File: config.mk
export PLATFORM = sky130hd
export DESIGN_NAME = controlador_elevador_flat
export DESIGN_NICKNAME = d
export VERILOG_FILES = /design/src/rtl/controlador_elevador_if.sv /design/src/rtl/controlador_elevador.sv /design/src/flat_wrapper.sv
export SDC_FILE = /design/constraint.sdc
export NUM_CORES = 1
export LEC_CHECK = 0
export CORE_MARGIN = 1
export CORE_UTILIZATION = 58
export DETAILED_ROUTE_END_ITERATION = 12
export PLACE_DENSITY_LB_ADDON = 0.1
export SYNTH_ARGS = -nofsm -noshare
export SYNTH_HDL_FRONTEND = slang
export SYNTH_SLANG_ARGS = --single-unit
File: constraint.sdc
create_clock -name clk -period 6.1 [get_ports clk]
set_input_delay 0.61 -clock clk [delete_from_list [all_inputs] [get_ports clk]]
set_output_delay 0.61 -clock clk [all_outputs]
set_load 0.05 [all_outputs]
File: src/rtl/controlador_elevador_if.sv
// Call-memory port of the elevator sequencer: pending calls in,
// one-cycle clear-write out.
interface controlador_elevador_if;
  logic [3:0] chamadas;
  logic [1:0] endereco;
  logic       escrita;
  logic       dado;

  modport master (
    input  chamadas,
    output endereco,
    output escrita,
    output dado
  );

  modport slave (
    output chamadas,
    input  endereco,
    input  escrita,
    input  dado
  );
endinterface

File: src/rtl/controlador_elevador.sv
// Four-floor SCAN elevator sequencer: serves pending calls floor by
// floor, clears each served call and holds the door open at each stop.
module controlador_elevador #(
  parameter int TEMPO_ANDAR = 16,
  parameter int TEMPO_PORTA = 8
) (
  input  logic                          clk,
  input  logic                          rst_n,
  controlador_elevador_if.master        mem,
  output logic [1:0]                    andar_atual,
  output logic                          subindo,
  output logic                          descendo,
  output logic                          porta_aberta,
  output logic                          ocupado
);

  typedef enum logic [1:0] {
    OCIOSO,
    MOVENDO,
    LIMPAR,
    PORTA
  } estado_t;

  localparam logic [15:0] FIM_ANDAR = 16'(TEMPO_ANDAR - 1);
  localparam logic [15:0] FIM_PORTA = 16'(TEMPO_PORTA - 1);

  estado_t     estado;
  estado_t     prox_estado;
  logic [1:0]  andar;
  logic [1:0]  prox_andar;
  logic        sentido;
  logic        prox_sentido;
  logic [15:0] contador;
  logic [15:0] prox_contador;

  logic [1:0]  andar_seg;
  logic [3:0]  acima_msk;
  logic [3:0]  abaixo_msk;
  logic [3:0]  frente_msk;
  logic        acima;
  logic        abaixo;
  logic        chamada_aqui;
  logic        chamada_seg;
  logic        frente_seg;

  // Masks select calls strictly above / below a floor.
  assign acima_msk  = 4'b1110 << andar;
  assign abaixo_msk = (4'b0001 << andar) - 4'b0001;
  assign acima      = |(mem.chamadas & acima_msk);
  assign abaixo     = |(mem.chamadas & abaixo_msk);

  assign chamada_aqui = mem.chamadas[andar];

  // Floor reached at the end of the current step and what lies beyond it.
  assign andar_seg  = sentido ? andar + 2'd1 : andar - 2'd1;
  assign frente_msk = sentido ? (4'b1110 << andar_seg)
                              : ((4'b0001 << andar_seg) - 4'b0001);
  assign frente_seg  = |(mem.chamadas & frente_msk);
  assign chamada_seg = mem.chamadas[andar_seg];

  always_ff @(posedge clk or negedge rst_n) begin
    if (!rst_n) begin
      estado   <= OCIOSO;
      andar    <= 2'd0;
      sentido  <= 1'b1;
      contador <= 16'd0;
    end else begin
      estado   <= prox_estado;
      andar    <= prox_andar;
      sentido  <= prox_sentido;
      contador <= prox_contador;
    end
  end

  always_comb begin
    prox_estado   = estado;
    prox_andar    = andar;
    prox_sentido  = sentido;
    prox_contador = contador;
    unique case (estado)
      OCIOSO: begin
        prox_contador = 16'd0;
        if (chamada_aqui) begin
          prox_estado = LIMPAR;
        end else if (sentido ? acima : abaixo) begin
          prox_estado = MOVENDO;
        end else if (acima) begin
          prox_sentido = 1'b1;
          prox_estado  = MOVENDO;
        end else if (abaixo) begin
          prox_sentido = 1'b0;
          prox_estado  = MOVENDO;
        end
      end
      MOVENDO: begin
        if (contador == FIM_ANDAR) begin
          prox_andar    = andar_seg;
          prox_contador = 16'd0;
          if (chamada_seg) begin
            prox_estado = LIMPAR;
          end else if (!frente_seg) begin
            prox_estado = OCIOSO;
          end
        end else begin
          prox_contador = contador + 16'd1;
        end
      end
      LIMPAR: begin
        prox_estado   = PORTA;
        prox_contador = 16'd0;
      end
      PORTA: begin
        if (contador == FIM_PORTA) begin
          prox_estado   = OCIOSO;
          prox_contador = 16'd0;
        end else begin
          prox_contador = contador + 16'd1;
        end
      end
      default: begin
        prox_estado   = OCIOSO;
        prox_contador = 16'd0;
      end
    endcase
  end

  // Every output is decoded from registered state only.
  assign andar_atual  = andar;
  assign subindo      = (estado == MOVENDO) && sentido;
  assign descendo     = (estado == MOVENDO) && !sentido;
  assign porta_aberta = (estado == PORTA);
  assign ocupado      = (estado != OCIOSO);
  assign mem.escrita  = (estado == LIMPAR);
  assign mem.endereco = andar;
  assign mem.dado     = 1'b0;

endmodule
File: src/flat_wrapper.sv
// flat-port wrapper written by rule: the top's interface ports become plain ports
module controlador_elevador_flat 
#(
  parameter int TEMPO_ANDAR = 16,
  parameter int TEMPO_PORTA = 8
)
  (clk, rst_n, andar_atual, subindo, descendo, porta_aberta, ocupado, mem_chamadas, mem_endereco, mem_escrita, mem_dado);
  controlador_elevador_if mem_i ();
  input  logic clk;
  input  logic rst_n;
  output logic [1:0] andar_atual;
  output logic subindo;
  output logic descendo;
  output logic porta_aberta;
  output logic ocupado;
  input wire logic [$bits(mem_i.chamadas)-1:0] mem_chamadas;
  output wire logic [$bits(mem_i.endereco)-1:0] mem_endereco;
  output wire logic [$bits(mem_i.escrita)-1:0] mem_escrita;
  output wire logic [$bits(mem_i.dado)-1:0] mem_dado;
  assign mem_i.chamadas = mem_chamadas;
  assign mem_endereco = mem_i.endereco;
  assign mem_escrita = mem_i.escrita;
  assign mem_dado = mem_i.dado;
  controlador_elevador #(.TEMPO_ANDAR(TEMPO_ANDAR), .TEMPO_PORTA(TEMPO_PORTA)) u_core (.clk(clk), .rst_n(rst_n), .mem(mem_i), .andar_atual(andar_atual), .subindo(subindo), .descendo(descendo), .porta_aberta(porta_aberta), .ocupado(ocupado));
endmodule
After elaboration in Yosys (flattened, before gate mapping)

Cells that the tools add are included.

Add/sub/neg operators: 5
Magnitude comparators: 2
Eq/ne operators: 9
Shifts and indexed selects: 4
Muxes and demuxes: 21
Bitwise logic cells: 5
Reduce and logical (&&, ||, !) cells: 13

Operator list:

| kind                                                                          | number |
|---|---|
| 16-bit case mux with 3 select lines                                           | 1 |
| 16-bit 2-to-1 mux                                                             | 2 |
| 2-bit 2-to-1 mux                                                              | 9 |
| 16-bit by 1-bit adder with 16-bit output (second input constant)              | 1 |
| 16-bit by 3-bit equality test with 1-bit output (second input constant)       | 1 |
| 16-bit by 4-bit equality test with 1-bit output (second input constant)       | 1 |
| 4-bit bitwise AND                                                             | 3 |
| 4-bit OR reduction                                                            | 3 |
| 2-bit case mux with 4 select lines                                            | 1 |
| 4-bit AND reduction                                                           | 2 |
| 1-bit by 2-bit left shift with 4-bit output (first input constant)            | 2 |
| 4-bit by 2-bit left shift with 4-bit output (first input constant)            | 2 |
| 4-bit by 1-bit subtractor with 4-bit output (second input constant)           | 2 |
| 2-bit by 3-bit less-than comparator with 1-bit output (second input constant) | 2 |
| 1-bit 2-to-1 mux                                                              | 5 |
| 5-bit by 1-bit != test with 1-bit output (second input constant)              | 1 |
| 1-bit binary-select mux with 2-bit select                                     | 2 |
| 2-bit equality test (second input constant)                                   | 2 |
| 4-bit 2-to-1 mux                                                              | 1 |
| 2-bit by 1-bit != test with 1-bit output (second input constant)              | 2 |
| 2-bit nonzero test                                                            | 2 |
| 3-bit by 2-bit != test with 1-bit output (second input constant)              | 1 |
| 2-bit by 1-bit adder with 2-bit output (second input constant)                | 1 |
| 2-bit by 1-bit equality test with 1-bit output (second input constant)        | 1 |
| other kinds (7)                                                               | 9 |

Register bits: 21
Input bits: 6
Output and inout port bits: 10
Word-level logic and storage cells: 63

Depth between registers and ports, before layout

Word-level depth: 11
Depth in mapped cells: 8

Worst setup path after synthesis

Ideal clock, no wire load.

Kind: register -> output
Start point: register u_core.sentido
End point: output port subindo
Arrival: 1.488 ns
Required time: 5.490 ns
Path slack: 4.002 ns
Stages on the path, launching flop included: 4
Buffers on the path: 1
Cells stage by stage: dfstp_2 clkbuf_1 inv_1 nor2_1

Cells in the longest elaborated chain, start to end: 1

RTL lines:

| what                   | line                        | source |
|---|---|---|
| from (decl)            | controlador_elevador.sv:31  | `logic sentido;` |
| from (signal assigned) | controlador_elevador.sv:70  | `sentido <= prox_sentido;` |
| 1-bit logical AND      | controlador_elevador.sv:129 | `assign subindo = (estado == MOVENDO) && sentido;` |
| to (decl)              | flat_wrapper.sv:12          | `output logic subindo;` |

Every way passes these cells.

Worst setup path after layout

Start point: register u_core.estado[1]
End point: output port subindo

Cells in the longest elaborated chain, start to end: 2

RTL lines:

| what                                           | line                        | source |
|---|---|---|
| from (decl)                                    | controlador_elevador.sv:27  | `estado_t estado;` |
| from (signal assigned)                         | controlador_elevador.sv:68  | `estado <= prox_estado;` |
| 2-bit by 1-bit equality test with 1-bit output | controlador_elevador.sv:129 |  |
| 1-bit logical AND                              | controlador_elevador.sv:129 |  |

Every way passes these cells.

==> flow_metrics.tcl <==
set metrics [dict create \
    gp_congestion 0.9267 \
    synth_mux_area_share_pct 4.455 \
    synth_top_area_share_pct 39.60 \
    synthesis.instances 135 \
    status "completed" \
    ios 16 \
    dp_hpwl_um 1839 \
    clock_sinks 21 \
    first_iter_violations 27 \
    finalWirelength_um 2485 \
    fin_area_mm2 0.001430 \
    die_height_um 48.68 \
    crit_path_start_kind "flip-flop" \
    tightest_slew_ns 1.071 \
    rsz0062_at_grt "false" \
    layout_commonest_cell "nor2_1" \
    synth_area_mm2 0.001264 \
    design.die.area_mm2 0.002369 \
    holdBufCountCts 0 \
    clockRootBuffer "clkbuf_4" \
    antenna_found_initial 0 \
    remaining_drc_errors 0 \
    cp_max_fo 8 \
    syn_nets 145 \
    ant_nets 0 \
    via_per_inst 5.834 \
    grt_max_degree 22 \
    synthAdderAreaFrac_pct 3.960 \
    finalPower_mw 0.6251 \
    maxSlewHeadroom_pct 28.15 \
    p_per_area_mw_per_mm2 437.1 \
    hp-class "flip-flop to flip-flop" \
    cts_resized 0 \
    clkLatencyLatePin_ns 0.30 \
    final_cell_mix "nor2_1, dfrtp_1, clkdlybuf4s50_1, nand2_1" \
    synth.distinct_cells 41 \
    dp_slack_ns 3.901 \
    synth_compound_area_share_pct 9.505 \
    timing.fmax_mhz 393.7 \
    synth_top_cell_by_area "dfrtp_1" \
    yosysWarnings 0 \
    maxSlewViolCount 0 \
    io_buffers 14 \
    required_ns 5.49 \
    fp.dieW_um 48.68 \
    grt_pass1_vias 978 \
    first_pass_iters 4 \
    fin_tns_setup_ns 0 \
    critical_path_arrival_ns 1.93 \
    drv_cap 0 \
    rows 16 \
    final_nets 159 \
    cts.path.max_buffers 2 \
    synth_top_family_by_area "simple AND/OR/NAND/NOR gates" \
    drive_above_1_share_pct 7.432 \
    start_util_pct 63.13 \
    final.setup_skew_ns 0.002674 \
    finalHoldViolCount 0 \
    setup_ws_ns 3.560 \
    ys_ff_latch 21 \
    setup.worst_path.end_class "output port" \
    path_clk_slew_ns 0.11 \
    h-tree-depth 1 \
    coreArea_mm2 0.002002 \
    grt_pass1_wl_um 4429 \
    syn_to_final_growth_pct 13.17 \
    yosysSeqAreaShare_pct 41.68 \
    yosys-top-cells-area "dfrtp_1, nor2_1, xnor2_1, xor2_1, ha_1" \
    post-cts-setup-buffers 0 \
    wl_per_cell_um 14.20 \
    setup_viol_count_final 0 \
    synthSimpleGateAreaFrac_pct 25.15 \
    final.period_utilization_pct 41.64 \
    cts_made_buffers 3 \
    grt.overflow.total 0 \
    fillers 164 \
    grtUsageTotal_pct 24.04 \
    placed_cell_area_mm2 0.001404 \
    critical_path_class "flip-flop to output port" \
    postSynthAreaPerCell_um2 9.361 \
    diodes 0 \
    vias 1021 \
    cts_tree "built" \
    vdd_drop_max_v 0.0003418 \
    p_leak_nw 0.6200 \
    fin_crit_ns 2.540 \
    synth_xor_area_share_pct 11.09 \
]
## final timing paths
check | from | endpoint | slack, ns | cells past startpoint
max | u_core.estado[1] | subindo | 3.56 | 3
min | u_core.contador[0] | u_core.contador[0] | 0.47 | 1
max reg2reg | u_core.contador[10] | u_core.contador[4] | 3.85 | 4
min reg2reg | u_core.contador[0] | u_core.contador[0] | 0.47 | 1
max in group asynchronous | rst_n | u_core.contador[6] | 4.72 | 1
min in group asynchronous | rst_n | u_core.andar_atual[0] | 0.82 | 1
## final cells by class
cell class	instances	area [µm²]	share of cell area, %
Inverter	4	15.01	1.050
Tap cell	27	33.78	2.362
Clock buffer	4	26.28	1.837
Timing Repair Buffer	14	140.1	9.799
Sequential cell	21	526.8	36.83
Multi-Input combinational cell	105	688.2	48.12
## metrics by stage
step / utilization, % / std cells / hold slack [ns]
6_report: 71.44 / 175 / 0.4693
5_1_grt: 71.44 / 175 / 0.4898
4_1_cts: 71.44 / 175 / 0.4772
3_5_place_dp: 70.13 / 171 / 0.4616
3_3_place_gp: 70.13 / 171 / 0.4521
2_1_floorplan: - / 135 / 0.3144
## critical path, cell delays in order (launching register included)
cell,delay [ns]
dfrtp_1,0.47
nand2b_1,0.22
nor2_1,0.11
clkdlybuf4s50_1,0.82
## report_power, final
part	switching [mW]	total (mW)	internal, mW
logic	0.206	0.336	0.130
clock network	0.0416	0.0670	0.0255
registers	0.0493	0.222	0.173
total	0.297	0.625	0.328
## routing by layer
metal | vias up | routed length (µm) | global-route usage [%]
met5 | - | 0 | 0
met4 | 0 | 29 | 8.333
met3 | 4 | 125 | 3.459
met2 | 32 | 1142 | 36.11
met1 | 491 | 1188 | 35.38
li1 | 494 | - | -
## cells by family (layout without fill, tap and decap cells)
| kind of cell | after synthesis | count (layout) |
|---|---|---|
| compound gates | 19 | 19 |
| xor+xnor | 16 | 16 |
| fa+ha+maj | 4 | 4 |
| buf+inv | 9 | 22 |
| flops | 21 | 21 |
| mux | 3 | 3 |
| other cells | 1 | 1 |
| simple gates | 62 | 62 |
## state kept, by name, summed over array words and instances (netlist names)
name / flops
u_core.sentido: 1
u_core.andar_atual: 2
u_core.contador: 16
u_core.estado: 2
## synthesized netlist by cell type (all sizes together)
| cell type | instances |
|---|---|
| buf | 4 |
| conb | 1 |
| a22oi | 1 |
| and3 | 2 |
| dfstp | 1 |
| mux2 | 1 |
| inv | 4 |
| or3 | 2 |
| o22ai | 1 |
| nand2 | 9 |
| dfrtp | 20 |
| a21boi | 1 |
| o21bai | 1 |
| a21o | 1 |
| a41oi | 1 |
| nand3b | 1 |
| mux4 | 2 |
| o21ai | 6 |
| nor4 | 3 |
| o31ai | 1 |
| a31oi | 1 |
| nand4 | 3 |
| and2 | 3 |
| a21oi | 3 |
| nand2b | 2 |
| or2 | 1 |
| ha | 4 |
| and4 | 2 |
| nor3 | 1 |
| nor2b | 3 |
| a211o | 1 |
| o211ai | 1 |
| xnor2 | 8 |
| xor2 | 8 |
| nand3 | 6 |
| and2b | 1 |
| clkbuf | 1 |
| nor2 | 23 |
(Power assumes the default switching activity.)
